## src/rtl/corr_search_ctrl.sv

```systemverilog
// Correlation search sequencer: walks a raster grid of candidate start positions,
// launches the scorer once per candidate and keeps the highest-scoring position.
module corr_search_ctrl #(
  parameter logic [12:0] X_MIN   = 13'd0,
  parameter logic [12:0] X_MAX   = 13'd16,
  parameter logic [12:0] Y_MIN   = 13'd0,
  parameter logic [12:0] Y_MAX   = 13'd16,
  parameter logic [12:0] STEP    = 13'd1,
  parameter logic [15:0] TIMEOUT = 16'hFFFF
) (
  input  logic        iCLK,
  input  logic        iRST,
  input  logic        iStart,
  output logic        oBusy,
  output logic        oDone,
  output logic        oError,
  output logic [12:0] oXstart,
  output logic [12:0] oYstart,
  output logic        oCorrStart,
  input  logic        iCorrFinished,
  input  logic [31:0] iScore,
  output logic [12:0] oBestX,
  output logic [12:0] oBestY,
  output logic [31:0] oBestScore,
  output logic [15:0] oCount,
  output logic [2:0]  oState
);

  typedef enum logic [2:0] {
    S_IDLE, S_LAUNCH, S_WAIT_ACK, S_WAIT_DONE,
    S_SETTLE, S_COMPARE, S_ADVANCE, S_DONE
  } state_t;

  // An inverted window still scores the single candidate (X_MIN, Y_MIN).
  localparam logic SINGLE = (X_MIN > X_MAX) || (Y_MIN > Y_MAX);

  state_t      r_state;
  state_t      w_next;
  logic [12:0] r_x;
  logic [12:0] r_y;
  logic [12:0] r_best_x;
  logic [12:0] r_best_y;
  logic [31:0] r_best_score;
  logic [15:0] r_count;
  logic [15:0] r_tmo;
  logic        r_error;

  logic [13:0] w_x_next;
  logic [13:0] w_y_next;
  logic        w_x_fits;
  logic        w_y_fits;
  logic        w_tmo_hit;
  logic        w_better;

  assign w_x_next  = {1'b0, r_x} + {1'b0, STEP};
  assign w_y_next  = {1'b0, r_y} + {1'b0, STEP};
  assign w_x_fits  = !SINGLE && (w_x_next <= {1'b0, X_MAX});
  assign w_y_fits  = !SINGLE && (w_y_next <= {1'b0, Y_MAX});
  assign w_tmo_hit = ({1'b0, r_tmo} + 17'd1) >= {1'b0, TIMEOUT};
  assign w_better  = (r_count == 16'd0) || (iScore > r_best_score);

  // Scorer handshake: oCorrStart is a one-cycle launch; iCorrFinished must first
  // drop (scorer restarted) and then rise (result ready); iScore is read two
  // cycles after the rise so the scorer's registered result has settled.
  always_comb begin
    w_next     = r_state;
    oBusy      = (r_state != S_IDLE);
    oDone      = (r_state == S_DONE);
    oCorrStart = (r_state == S_LAUNCH);
    case (r_state)
      S_IDLE:      if (iStart) w_next = S_LAUNCH;
      S_LAUNCH:    w_next = S_WAIT_ACK;
      S_WAIT_ACK: begin
        if (w_tmo_hit)           w_next = S_DONE;
        else if (!iCorrFinished) w_next = S_WAIT_DONE;
      end
      S_WAIT_DONE: begin
        if (w_tmo_hit)          w_next = S_DONE;
        else if (iCorrFinished) w_next = S_SETTLE;
      end
      S_SETTLE:    w_next = S_COMPARE;
      S_COMPARE:   w_next = S_ADVANCE;
      S_ADVANCE:   w_next = (w_x_fits || w_y_fits) ? S_LAUNCH : S_DONE;
      S_DONE:      w_next = S_IDLE;
      default:     w_next = S_IDLE;
    endcase
  end

  always_ff @(posedge iCLK) begin
    if (iRST) begin
      r_state      <= S_IDLE;
      r_x          <= '0;
      r_y          <= '0;
      r_best_x     <= '0;
      r_best_y     <= '0;
      r_best_score <= '0;
      r_count      <= '0;
      r_tmo        <= '0;
      r_error      <= 1'b0;
    end else begin
      r_state <= w_next;
      case (r_state)
        S_IDLE: begin
          if (iStart) begin
            r_x          <= X_MIN;
            r_y          <= Y_MIN;
            r_best_x     <= '0;
            r_best_y     <= '0;
            r_best_score <= '0;
            r_count      <= '0;
            r_error      <= 1'b0;
          end
        end
        S_LAUNCH: r_tmo <= '0;
        S_WAIT_ACK, S_WAIT_DONE: begin
          r_tmo <= r_tmo + 16'd1;
          if (w_tmo_hit) r_error <= 1'b1;
        end
        S_COMPARE: begin
          // Strict compare: on a tie the earlier raster candidate stays best.
          if (w_better) begin
            r_best_score <= iScore;
            r_best_x     <= r_x;
            r_best_y     <= r_y;
          end
          if (r_count != 16'hFFFF) r_count <= r_count + 16'd1;
        end
        S_ADVANCE: begin
          if (w_x_fits) begin
            r_x <= w_x_next[12:0];
          end else if (w_y_fits) begin
            r_x <= X_MIN;
            r_y <= w_y_next[12:0];
          end
        end
        default: ;
      endcase
    end
  end

  assign oError     = r_error;
  assign oXstart    = r_x;
  assign oYstart    = r_y;
  assign oBestX     = r_best_x;
  assign oBestY     = r_best_y;
  assign oBestScore = r_best_score;
  assign oCount     = r_count;
  assign oState     = r_state;

endmodule

```

## config.mk

```make
export PLATFORM = sky130hd
export DESIGN_NAME = corr_search_ctrl
export DESIGN_NICKNAME = d
export VERILOG_FILES = /design/src/rtl/corr_search_ctrl.sv
export SDC_FILE = /design/constraint.sdc
export NUM_CORES = 1
export LEC_CHECK = 0
export ABC_CLOCK_PERIOD_IN_PS = 3700
export CORE_MARGIN = 4
export CORE_UTILIZATION = 45
export DETAILED_ROUTE_END_ITERATION = 8
export PLACE_DENSITY_LB_ADDON = 0.15
export SLEW_MARGIN = 0
export SYNTH_ARGS = -nofsm -noshare
export SYNTH_HDL_FRONTEND = slang
export SYNTH_SLANG_ARGS = --single-unit
```

## constraint.sdc

```tcl
create_clock -name iCLK -period 3.7 [get_ports iCLK]
set_input_delay 0.555 -clock iCLK [delete_from_list [all_inputs] [get_ports iCLK]]
set_output_delay 0.555 -clock iCLK [all_outputs]
set_load 0.05 [all_outputs]
```

# --- Word-level counts from Yosys, hierarchy flattened ---
# Index checks and enable logic that the tools add are counted.
totals:
  register_bits: 120
  in_bits: 36
  wordCells: 79
classes:
  add_sub_neg: 5
  magnitude_cmp: 4
  eq_ne: 17
  mux: 28
  reduce_logical: 16
ops:
  columns: ["operator", "count"]
  rows:
  - ["13-bit case mux with 2 select lines", 4]
  - ["13-bit two-way mux", 7]
  - ["32-bit two-way mux", 2]
  - ["16-bit case mux with 2 select lines", 2]
  - ["32-bit case mux with 2 select lines", 1]
  - ["16-bit by 1-bit adder with 16-bit output (second input constant)", 2]
  - ["32-bit greater-than comparator", 1]
  - ["16-bit two-way mux", 2]
  - ["13-bit by 1-bit adder with 14-bit output (second input constant)", 2]
  - ["14-bit by 5-bit <= comparator with 1-bit output (second input constant)", 2]
  - ["3-bit case mux with 8 select lines", 1]
  - ["3-bit two-way mux", 6]
  - ["16-bit by 1-bit adder with 17-bit output (second input constant)", 1]
  - ["17-bit by 16-bit >= comparator with 1-bit output (second input constant)", 1]
  - ["16-bit zero test", 1]
  - ["16-bit inequality test (second input constant)", 1]
  - ["3-bit AND reduction", 5]
  - ["3-bit equality test (second input constant)", 4]
  - ["2-bit inequality test (second input constant)", 6]
  - ["3-bit inequality test (second input constant)", 3]
  - ["2-bit nonzero test", 4]
  - ["3-bit by 2-bit equality test with 1-bit output (second input constant)", 2]
  - ["4-bit AND reduction", 1]
  - ["3-bit by 1-bit equality test with 1-bit output (second input constant)", 1]
  - ["6 further kinds", 8]

# --- Depth between registers and ports, before layout ---
logic_depth:
  word_depth: 5
  depth_mapped: 11
  mapped_depth_nobuf: 9

# --- Worst setup path after synthesis ---
# OpenSTA, ideal clock, no wires.
synth_path:
  kind: "register to register"
  start: "register r_best_score[31] (netlist: oBestScore[31])"
  end: "register r_best_x[0] (netlist: oBestX[0])"
  setup_time_ns: 0.061
  arrival_ns: 2.957
  required_time_ns: 3.639
  setup_slack_ns: 0.682
  path_stages_with_launch: 12
  period_less_slack_ns: 3.018
  path_cell_list: "dfxtp_1 -> inv_1 -> ha_1 -> nand4_1 -> or3_1 -> or2_1 -> nor4b_4 -> nor3_1 -> a211oi_2 -> buf_2 -> buf_6 -> a22o_1"
synth_between:
  elab_chain_len: 4
synth_rtl:
  columns: ["element", "line_no", "text"]
  rows:
  - ["start: declaration", "43", "logic [31:0] r_best_score;"]
  - ["start signal: assignment", "122", "r_best_score <= iScore;"]
  - ["32-bit greater-than comparator", "60", "assign w_better = (r_count == 16'd0) || (iScore > r_best_score);"]
  - ["1-bit logical OR", "60", null]
  - ["2-bit inequality test (no source line)", null, null]
  - ["3-bit AND reduction (no source line)", null, null]
  - ["end signal: assignment", "123", "r_best_x <= r_x;"]
  - ["end: declaration", "41", "logic [12:0] r_best_x;"]
# Every way passes these cells.
# A chain may end at the register's enable or synchronous reset.

# --- Worst setup path after layout ---
layout_path:
  start: "input iScore[30]"
  end: "register r_best_x[4] (netlist: oBestX[4])"
layout_between:
  elab_chain_len: 4
layout_rtl:
  columns: ["element", "line_no", "text"]
  rows:
  - ["start: declaration", "21", "input logic [31:0] iScore,"]
  - ["32-bit greater-than comparator", "60", null]
  - ["1-bit logical OR", "60", null]
  - ["2-bit inequality test (no source line)", null, null]
  - ["3-bit AND reduction (no source line)", null, null]
# Every way passes these cells.

==> insert_results.sql <==
INSERT INTO impl_metrics (metric_group, metric, value, unit) VALUES
('run_status', 'outcome', 'finished clean', ''),
('finish', 'multiInputGateArea', '3310', 'um2'),
('route', 'route.detailed.drc', '0', ''),
('pwr', 'cell_internal_pwr', '2.54', 'mW'),
('timing', 'timing.fmax', '312', 'MHz'),
('route', 'drt-pass1-iter-count', '5', ''),
('synthesis', 'yosys_register_bits', '120', ''),
('timing', 'finish_stage_setup_viols', '0', ''),
('worst_setup_path', 'reg2reg_from', 'oBestScore[31]', ''),
('clock_tree', 'path_clk_slew', '50', 'ps'),
('timing', 'worst-slew-pin-transition', '877', 'ps'),
('synthesis', 'yosys_most_used_dff', 'dfxtp_1', ''),
('route', 'num_vias', '5694', ''),
('worst_setup_path', 'critPathArrivalTime', '3560', 'ps'),
('clock_tree', 'cts_sink_cnt', '120', ''),
('timing', 'slew_headroom', '41.6', '%'),
('worst_setup_path', 'r2r.worst_path.cells', '10', ''),
('floorplanning', 'std_cell_rows', '41', ''),
('timing', 'finalSetupTns', '0', 'ps'),
('grt', 'vias_in_the_first_global_route', '5344', ''),
('grt', 'global_route_wire_length_before_repair', '26000', 'um'),
('synthesis', 'synth-warning-count', '0', ''),
('pwr', 'power.share.clock', '51.2', '%'),
('pwr', 'p_sw', '759', 'uW'),
('clock_tree', 'cts_buffers', '17', ''),
('finish', 'final_layout_size_suffix_gt1_share', '5.34', '%'),
('pwr', 'ir_drop', '247', 'uV'),
('clock_tree', 'worst_skew_pair_latency', '410', 'ps'),
('worst_setup_path', 'critPathLaunchType', 'input pin', ''),
('grt', 'globalRouteOverflowTotal', '0', ''),
('job', 'max_cap_violations', '0', ''),
('finish', 'stdcell_count', '996', ''),
('clock_tree', 'root_buffer', 'clkbuf_16', ''),
('timing', 'skew', '7.38', 'ps'),
('clock_tree', 'clockBufferDepth', '2', ''),
('route', 'average_routed_wire_per_standard_cell', '16.5', 'um'),
('clock_tree', 'holdBufCountCts', '0', ''),
('worst_setup_path', 'critical_path.top_delay_family', 'simple AND/OR/NAND/NOR gates', ''),
('synthesis', 'synth.avg_cell_area', '8.91', 'um2'),
('clock_tree', 'htree_levels', '4', ''),
('pwr', 'power.combinational.fraction', '8.9', '%'),
('clock_tree', 'post_cts_buffers', '0', ''),
('floorplanning', 'core-area', '12800', 'um2'),
('route', 'detailedRoute.firstIterationViolations', '438', ''),
('synthesis', 'synth_cell_type_count', '67', ''),
('worst_hold_path', 'worst_hold_startpoint', 'oBestX[7]', ''),
('clock_tree', 'tritoncts', 'built', ''),
('route', 'totalWireLength', '16400', 'um'),
('synthesis', 'share_of_synthesized_area_occupied_by_flip_flops_and_latches', '40.1', '%'),
('place', 'dpl.cell_count', '964', ''),
('route', 'final_antenna_violating_net_count', '0', ''),
('timing', 'final_period_minus_worst_setup_slack', '3210', 'ps'),
('synthesis', 'synth_fp_nets', '748', ''),
('finish', 'finalNetCount', '886', ''),
('grt', 'antenna_found_initial', '0', ''),
('worst_hold_path', 'worst_hold_path.endpoint', 'oBestX[7]', ''),
('finish', 'areaGrowthSynthToFinish', '36.8', '%'),
('grt', 'grtUsageTotal', '21.4', '%'),
('synthesis', 'synthesis.instances', '673', ''),
('floorplanning', 'dieArea', '15200', 'um2'),
('pwr', 'sequential_share_of_power', '39.9', '%'),
('floorplanning', 'fp.dieH', '123', 'um'),
('floorplanning', 'ioPinCount', '143', ''),
('worst_setup_path', 'crit_reg_reg_endpoint', 'oBestX[4]', ''),
('timing', 'hold_viol', '0', ''),
('floorplanning', 'floorplan.die.width', '123', 'um'),
('place', 'port-buffer-count', '142', ''),
('pwr', 'sw_share', '23.0', '%'),
('synthesis', 'syn_area', '6000', 'um2'),
('worst_setup_path', 'crit_path_end_kind', 'flip-flop', ''),
('worst_setup_path', 'timing.reg2reg.setup_slack', '690', 'ps');
[routing by layer]
layer / GRT usage, % / share of wire [%] / routed length, um / vias up
met5: 0 / 0 / 0 / -
met4: 8.37 / 2.2 / 358 / 0
met3: 6.08 / 7.2 / 1180 / 31
met2: 34.7 / 46 / 7630 / 203
met1: 26.9 / 44 / 7250 / 2698
li1: - / - / - / 2762
[layout make-up]
| cell class | count | area share (%) |
|---|---|---|
| clock buffer | 25 | 6.04 |
| clock inverter | 7 | 1.40 |
| inverter | 46 | 2.10 |
| multi-input combinational | 477 | 40.3 |
| sequential | 120 | 29.3 |
| tap | 172 | 2.62 |
| timing repair buffer | 149 | 18.3 |
[power groups by stage]
| stage | combinational [mW] | clock [mW] | sequential [mW] |
|---|---|---|---|
| floorplan | 0.159 | 0 | 1.36 |
| global placement | 0.285 | 0 | 1.34 |
| detailed placement | 0.294 | 0 | 1.34 |
| CTS | 0.296 | 1.71 | 1.32 |
| global route | 0.322 | 1.78 | 1.32 |
| finish | 0.294 | 1.69 | 1.32 |
[worst reg2reg max path, cell delays in order, from the launching register on]
cell	delay, ps
dfxtp_1	350
inv_1	50
ha_1	280
nand4_1	160
or3_1	450
or2_1	290
nor4b_4	400
nor3_1	130
a211oi_4	320
buf_12	290
a22o_1	230
[state kept, by name, summed over array words and instances, names as in the netlist]
register    cells
oBestScore     32
oCount         16
r_tmo          16
oBestX         13
oBestY         13
oXstart        13
oYstart        13
oState          3
oError          1
[how the worst max path moves through the flow]
stage                     cells past startpoint  slack, ps         to
after floorplan                              11        680  oBestX[0]
after global placement                       10        190  oBestX[7]
after detailed placement                     10         90  oBestX[4]
after CTS                                    10        510  oBestX[4]
after global routing                         10        360  oBestX[4]
final                                        10        490  oBestX[4]
[placed cells by master (no fill, tap or decap), types with 4 or more instances in the layout]
cell / instances
a211oi_1: 9
a21o_1: 16
a21oi_1: 24
a22o_1: 60
a311oi_1: 4
a31oi_1: 7
and2_1: 22
and4_1: 4
buf_4: 5
clkbuf_1: 4
clkbuf_16: 17
clkbuf_8: 4
clkdlybuf4s50_1: 142
dfxtp_1: 120
ha_1: 39
inv_1: 46
nand2_1: 35
nand2b_1: 5
nand3_1: 25
nand3b_1: 4
nand4_1: 17
nor2_1: 61
nor3_1: 19
nor4_1: 9
o21ai_0: 24
or3_1: 12
xnor2_1: 11
xor2_1: 9
[through the flow]
step	instance area [um2]	hold WS (ps)	utilization, %
after floorplan	6000	439	-
final	8210	478	64.0
after global placement	7600	457	59.2
after global routing	8210	495	64.0
after CTS	8210	480	64.0
after detailed placement	7600	465	59.2
[logic make-up after synthesis]
kind of cell | count (synthesis) | synth area share, %
buffers and inverters | 76 | 5.15
adder cells (fa/ha/maj) | 39 | 8.14
XOR/XNOR | 20 | 2.92
AND/OR/NAND/NOR | 233 | 20.4
flip-flops | 120 | 40.1
multiplexers | 4 | 0.689
AO/OA/AOI/OAI | 181 | 22.6
[cells in the mapped netlist, types with 4 or more instances]
master    number
nand2_1       35
inv_1         46
a21o_1        16
nor2_1        61
o21ai_0       24
nand3_1       25
and4_1         4
xnor2_1       11
ha_1          39
buf_2          7
a211oi_1       9
and2_1        22
clkbuf_1      20
or3_1         12
o31ai_1        4
a22o_1        60
nand2b_1       5
a31oi_1        7
nor3_1        19
nand4_1       17
xor2_1         9
a311oi_1       4
nor4_1         9
nand3b_1       4
a21oi_1       24
dfxtp_1      120
No activity file was read; power rests on OpenSTA's default activity.
